**config.mk**
```make
export PLATFORM = sky130hd
export DESIGN_NAME = periph_bus_arbiter
export DESIGN_NICKNAME = d
export VERILOG_FILES = /design/src/rtl/periph_arb_pkg.sv /design/src/rtl/periph_bus_arbiter_rr_picker.sv /design/src/rtl/periph_bus_arbiter.sv
export SDC_FILE = /design/constraint.sdc
export NUM_CORES = 1
export LEC_CHECK = 0
export ABC_AREA = 1
export BUFFER_PORTS_ARGS = -buffer_cell sky130_fd_sc_hd__buf_2
export CAP_MARGIN = 20
export CORE_ASPECT_RATIO = 1.75
export CORE_MARGIN = 4
export CORE_UTILIZATION = 48
export CTS_CLUSTER_DIAMETER = 100
export CTS_CLUSTER_SIZE = 20
export DETAILED_ROUTE_END_ITERATION = 12
export GPL_TIMING_DRIVEN = 0
export PLACE_DENSITY = 0.82
export SETUP_SLACK_MARGIN = 0.02
export SYNTH_ARGS = -nofsm -noshare
export SYNTH_HDL_FRONTEND = slang
export SYNTH_SLANG_ARGS = --single-unit
```
**constraint.sdc**
```tcl
create_clock -name clk -period 2.1 [get_ports clk]
set_input_delay 0.42 -clock clk [delete_from_list [all_inputs] [get_ports clk]]
set_output_delay 0.42 -clock clk [all_outputs]
set_load 0.02 [all_outputs]
```
**src/rtl/periph_arb_pkg.sv**
```systemverilog
// Shared types and sizing helpers for the peripheral bus arbiter.
package periph_arb_pkg;

   typedef enum logic [1:0] {
      IDLE  = 2'd0,
      ISSUE = 2'd1,
      WAIT  = 2'd2,
      RESP  = 2'd3
   } arb_state_e;

   // Watchdog counter width; it must hold TIMEOUT_CYCLES-1.
   function automatic int timer_width(input int cycles);
      return (cycles > 2) ? $clog2(cycles) : 1;
   endfunction

endpackage

```
**src/rtl/periph_bus_arbiter_rr_picker.sv**
```systemverilog
// Combinational round-robin picker: first active request at or after the pointer.
module rr_picker #(
   parameter int NUM_REQ = 2,
   parameter int IDX_W   = $clog2(NUM_REQ)
) (
   input  logic [NUM_REQ-1:0] req_i,
   input  logic [IDX_W-1:0]   ptr_i,
   output logic [IDX_W-1:0]   grant_o,
   output logic               valid_o
);

   logic [IDX_W-1:0] cand [NUM_REQ];

   for (genvar gi = 0; gi < NUM_REQ; gi++) begin : g_cand
      assign cand[gi] = IDX_W'((int'(ptr_i) + gi) % NUM_REQ);
   end

   // Scan from the farthest offset down so the nearest requester wins.
   always_comb begin
      grant_o = '0;
      valid_o = 1'b0;
      for (int k = NUM_REQ - 1; k >= 0; k--) begin
         if (req_i[cand[k]]) begin
            grant_o = cand[k];
            valid_o = 1'b1;
         end
      end
   end

endmodule

```
**src/rtl/periph_bus_arbiter.sv**
```systemverilog
// Round-robin arbiter sharing one peripheral port between NUM_REQ masters,
// with a watchdog that turns a silent peripheral into an error response.
module periph_bus_arbiter
   import periph_arb_pkg::*;
#(
   parameter int          NUM_REQ        = 2,
   parameter int          TIMEOUT_CYCLES = 16,
   parameter logic [31:0] ERR_RDATA      = 32'hDEAD_BEEF
) (
   input  logic                  clk,
   input  logic                  rst_n,
   input  logic [NUM_REQ*32-1:0] req_addr,
   input  logic [NUM_REQ*4-1:0]  req_rmask,
   input  logic [NUM_REQ*4-1:0]  req_wmask,
   input  logic [NUM_REQ*32-1:0] req_wdata,
   output logic [31:0]           req_rdata,
   output logic [NUM_REQ-1:0]    req_resp,
   output logic                  req_err,
   output logic [31:0]           mem_addr,
   output logic [3:0]            mem_rmask,
   output logic [3:0]            mem_wmask,
   output logic [31:0]           mem_wdata,
   input  logic [31:0]           mem_rdata,
   input  logic                  mem_resp
);

   localparam int IDX_W = $clog2(NUM_REQ);
   localparam int TW    = timer_width(TIMEOUT_CYCLES);

   arb_state_e         state_q;
   logic [IDX_W-1:0]   grant_q;
   logic [IDX_W-1:0]   rr_q;
   logic [IDX_W-1:0]   rr_d;
   logic [TW-1:0]      timer_q;
   logic [TW-1:0]      timer_d;
   logic [31:0]        mem_addr_q;
   logic [3:0]         mem_rmask_q;
   logic [3:0]         mem_wmask_q;
   logic [31:0]        mem_wdata_q;
   logic [31:0]        req_rdata_q;
   logic [NUM_REQ-1:0] req_resp_q;
   logic               req_err_q;

   logic [NUM_REQ-1:0] req_vec;
   logic [NUM_REQ-1:0] grant_oh;
   logic [31:0]        addr_arr  [NUM_REQ];
   logic [31:0]        wdata_arr [NUM_REQ];
   logic [3:0]         rmask_arr [NUM_REQ];
   logic [3:0]         wmask_arr [NUM_REQ];
   logic [IDX_W-1:0]   pick_idx;
   logic               pick_valid;

   for (genvar gi = 0; gi < NUM_REQ; gi++) begin : g_unpack
      assign addr_arr[gi]  = req_addr[gi*32 +: 32];
      assign wdata_arr[gi] = req_wdata[gi*32 +: 32];
      assign rmask_arr[gi] = req_rmask[gi*4 +: 4];
      assign wmask_arr[gi] = req_wmask[gi*4 +: 4];
      assign req_vec[gi]   = |{req_rmask[gi*4 +: 4], req_wmask[gi*4 +: 4]};
      assign grant_oh[gi]  = (grant_q == IDX_W'(gi));
   end

   rr_picker #(
      .NUM_REQ (NUM_REQ),
      .IDX_W   (IDX_W)
   ) u_picker (
      .req_i   (req_vec),
      .ptr_i   (rr_q),
      .grant_o (pick_idx),
      .valid_o (pick_valid)
   );

   assign rr_d    = (grant_q == IDX_W'(NUM_REQ - 1)) ? '0 : grant_q + IDX_W'(1);
   assign timer_d = timer_q + TW'(1);

   // mem_addr/mem_wdata double as the transaction latches; only the masks pulse.
   always_ff @(posedge clk or negedge rst_n) begin
      if (!rst_n) begin
         state_q     <= IDLE;
         grant_q     <= '0;
         rr_q        <= '0;
         timer_q     <= '0;
         mem_addr_q  <= '0;
         mem_rmask_q <= '0;
         mem_wmask_q <= '0;
         mem_wdata_q <= '0;
         req_rdata_q <= '0;
         req_resp_q  <= '0;
         req_err_q   <= 1'b0;
      end else begin
         case (state_q)
            IDLE: begin
               if (pick_valid) begin
                  grant_q     <= pick_idx;
                  mem_addr_q  <= addr_arr[pick_idx];
                  mem_wdata_q <= wdata_arr[pick_idx];
                  mem_rmask_q <= rmask_arr[pick_idx];
                  mem_wmask_q <= wmask_arr[pick_idx];
                  state_q     <= ISSUE;
               end
            end
            ISSUE: begin
               mem_rmask_q <= '0;
               mem_wmask_q <= '0;
               timer_q     <= '0;
               state_q     <= WAIT;
            end
            WAIT: begin
               if (mem_resp) begin
                  req_rdata_q <= mem_rdata;
                  req_err_q   <= 1'b0;
                  req_resp_q  <= grant_oh;
                  state_q     <= RESP;
               end else if (timer_d == TW'(TIMEOUT_CYCLES - 1)) begin
                  req_rdata_q <= ERR_RDATA;
                  req_err_q   <= 1'b1;
                  req_resp_q  <= grant_oh;
                  state_q     <= RESP;
               end else begin
                  timer_q <= timer_d;
               end
            end
            RESP: begin
               req_rdata_q <= '0;
               req_resp_q  <= '0;
               req_err_q   <= 1'b0;
               rr_q        <= rr_d;
               state_q     <= IDLE;
            end
            default: state_q <= IDLE;
         endcase
      end
   end

   assign mem_addr  = mem_addr_q;
   assign mem_rmask = mem_rmask_q;
   assign mem_wmask = mem_wmask_q;
   assign mem_wdata = mem_wdata_q;
   assign req_rdata = req_rdata_q;
   assign req_resp  = req_resp_q;
   assign req_err   = req_err_q;

endmodule

```
==> flow_summary_export.csv <==
group,metric,value,unit
sta,worst_slew_pin_slew,0.565,ns
yosys,synth.largest_area_cell,"dfrtp_1",
sta,slew_headroom,0.622,
cts,cts_buffers,17,
sta,finClkSkew,0.00763,ns
drt,dr.first_iter.drc_count,381,
yosys,syn_area_per_cell,6.96,sq um
critical_path,worst_setup_path_start_kind,"flop",
pwr,seqPwrFrac,0.286,
placement,place.gp.congestion,0.870,
drt,vias_per_cell,4.89,
worst_hold_path,hold_class,"in2reg",
cts,cts_tree,"done",
cts,clk_path_buf_depth,2,
cts,cts_sinks,115,
cts,worst_skew_pair.late_latency,0.40,ns
floorplanning,io-pin-count,286,
yosys,synth_area,6260,sq um
sta,min_period_over_period,0.885,
global_route,grt_pass1_vias,6578,
sta,final_hold_viol_count,0,
pwr,ir_drop,859,uV
cts,h-tree-depth,4,
placement,io_buffers,284,
critical_path,reg2reg_slack,0.24,ns
pwr,p_sw_frac,0.468,
yosys,synthTopCellsByCount,"nand2_1 (300), nand3_1 (188), inv_1 (177), dfrtp_1 (115), clkbuf_1 (26)",
run_status,status,"finished, final reports clean",
drt,wl_per_cell,14.5,um
sta,setup_ws,0.241,ns
floorplanning,die_h,159,um
floorplanning,rows,54,
placement,hpwl,15700,um
sta,rsz0062_at_grt,"no",
critical_path,worstPathArrival,2.19,ns
critical_path,worst_setup_path_end_kind,"flop",
drt,wl,20100,um
placement,pre_cts_slack,0.0851,ns
yosys,synth_edf_count,0,
finish,final_nets,1391,
pwr,p_int,7.32,mW
pwr,leakagePower,5.36,nW
sta,setup_viol,0,
yosys,synth_top_area_share,0.460,
sta,fmax,538,MHz
cts,clk_pin_slew_worst_paths,0.05,ns
pwr,power.share.combinational,0.514,
yosys,yosys_most_used_dff,"dfrtp_1",
yosys,synth_warnings,0,
floorplanning,dieArea,15000,sq um
global_route,grt_pass1_wl,31700,um
global_route,grtUsageTotal,0.267,
sta,fin_crit,1.86,ns
sta,drv_slew,0,
critical_path,worstSetupPathType,"reg2reg",
floorplanning,core,12600,sq um
yosys,synth-seq-cells,115,
finish,final_util,0.675,
global_route,grt-ovfl-total,0,
floorplanning,initial_core_util,0.495,
yosys,synth.area.top_cells,"dfrtp_1 (46%), nand2_1 (18%), nand3_1 (15%)",
yosys,synth_cell_types,21,
finish,layout-drive-gt1-share,0.289,
pwr,switchingPower,6.44,mW
drt,vias,6786,
drt,first_pass_iters,5,
yosys,synth.most_common_cell,"nand2_1",
yosys,async_reset_ff_frac,1.00,
cts,clock-root-buffer,"clkbuf_16",
job,drv_cap,0,
global_route,antenna_found_initial,1,
pwr,power.density,1610,nW/um^2
drt,ant_nets,0,
drt,drc,0,
sta,whs,0.277,ns
pwr,pwr-share-clk,0.200,
yosys,synth-seq-area-share,0.460,
critical_path,required,2.43,ns
pwr,power,13.8,mW
finish,areaGrowthSynthToFinish,36.2,%
critical_path,path_max_fanout,10,
floorplanning,die-width,94.3,um
yosys,syn-num-nets,1085,
yosys,synth_cells,899,
global_route,grt_max_degree,67,
## through the flow
step / instance area (sq um) / std cells / setup TNS, ns
after floorplan: 6260 / 899 / 0
after global placement: 7890 / 1351 / -96.61
after detailed placement: 7920 / 1352 / 0
after CTS: 8500 / 1385 / 0
after global routing: 8520 / 1387 / 0
final: 8520 / 1387 / 0
## sequential cells by signal, indices dropped and copies added, names as in the netlist
signal	count
state_q	2
grant_q	1
timer_q	4
mem_wmask	4
mem_wdata	32
mem_rmask	4
req_resp	2
req_err	1
rr_q	1
req_rdata	32
mem_addr	32
## metal layers
layer  GRT usage  part of all wire  up-vias
li1            -                 -     3338
met2       0.479              0.53      291
met3      0.0643             0.074       58
met4       0.117             0.034        0
met1       0.290              0.36     3099
met5           0                 0        -
## path summary, 6_finish.rpt
kind | from | end | cells after the start
min in group asynchronous | rst_n | mem_addr[10] | 2
max in group asynchronous | rst_n | mem_rmask[0] | 3
setup reg to reg | state_q[0] | req_rdata[17] | 10
setup / recovery | state_q[0] | req_rdata[17] | 10
hold / removal | mem_rdata[20] | req_rdata[20] | 3
hold reg to reg | req_rdata[10] | req_rdata[10] | 2
## timing repair
action / in CTS / in global routing
hold endpoints to repair: 49 / 0
hold buffers: 1 / 0
setup buffers: 0 / 1
setup endpoints to repair: 0 / 30
resized for setup: 0 / 9
## cells by family (layout without fill, tap and decap cells)
group / Yosys count / in the layout / synth area share
buf+inv: 231 / 550 / 0.144
fa+ha+maj: 7 / 7 / 0.0140
xor+xnor: 2 / 2 / 0.00280
simple gates: 517 / 517 / 0.356
other cells: 0 / 1 / 0
compound gates: 27 / 27 / 0.0234
flops: 115 / 115 / 0.460
## cell type report
type / count / area, sq um
Antenna cell: 1 / 2.50
Buffer: 52 / 240
Fill cell: 1166 / 4110
Clock inverter: 12 / 108
Timing Repair Buffer: 287 / 1470
Clock buffer: 20 / 457
Tap cell: 168 / 210
Multi-Input combinational cell: 553 / 2480
Sequential cell: 115 / 2880
Inverter: 179 / 672
## placed cells by master (no fill, tap or decap)
cell type and instances:
a21oi_1 24, buf_1 2, buf_16 1, buf_2 302, buf_4 3, buf_6 1, bufinv_16 1, clkbuf_1 25
clkbuf_16 17, clkbuf_2 2, clkbuf_4 3, clkbuf_8 2, clkinv_2 4, clkinv_4 3, clkinvlp_4 3, dfrtp_1 115
diode_2 1, dlygate4sd3_1 1, ha_1 7, inv_1 177, inv_2 2, inv_6 1, nand2_1 299, nand2_2 3
nand2_4 1, nand3_1 188, nand3b_1 3, nand4_1 8, nor2_1 13, nor2_4 1, o21ai_0 2, o21ai_4 1
or2_2 1, xnor2_1 2
## worst max-delay path, stage by stage (launching register included)
cell,delay (ns)
dfrtp_1,0.41
inv_1,0.12
ha_1,0.14
buf_2,0.20
inv_1,0.13
nor2_4,0.15
nand2_2,0.14
nand2_4,0.13
clkbuf_4,0.22
nand2_1,0.07
nand2_1,0.07
## power by group through the flow
| stage | Combinational (mW) | Clock, mW | Sequential, mW |
|---|---|---|---|
| after global placement | 6.90 | 0 | 3.92 |
| final | 7.07 | 2.75 | 3.94 |
| after CTS | 7.07 | 2.77 | 3.94 |
| after floorplan | 3.36 | 0 | 5.18 |
| after detailed placement | 7.07 | 0 | 3.93 |
| after global routing | 7.83 | 2.88 | 4.07 |
(Power assumes the default switching activity.)
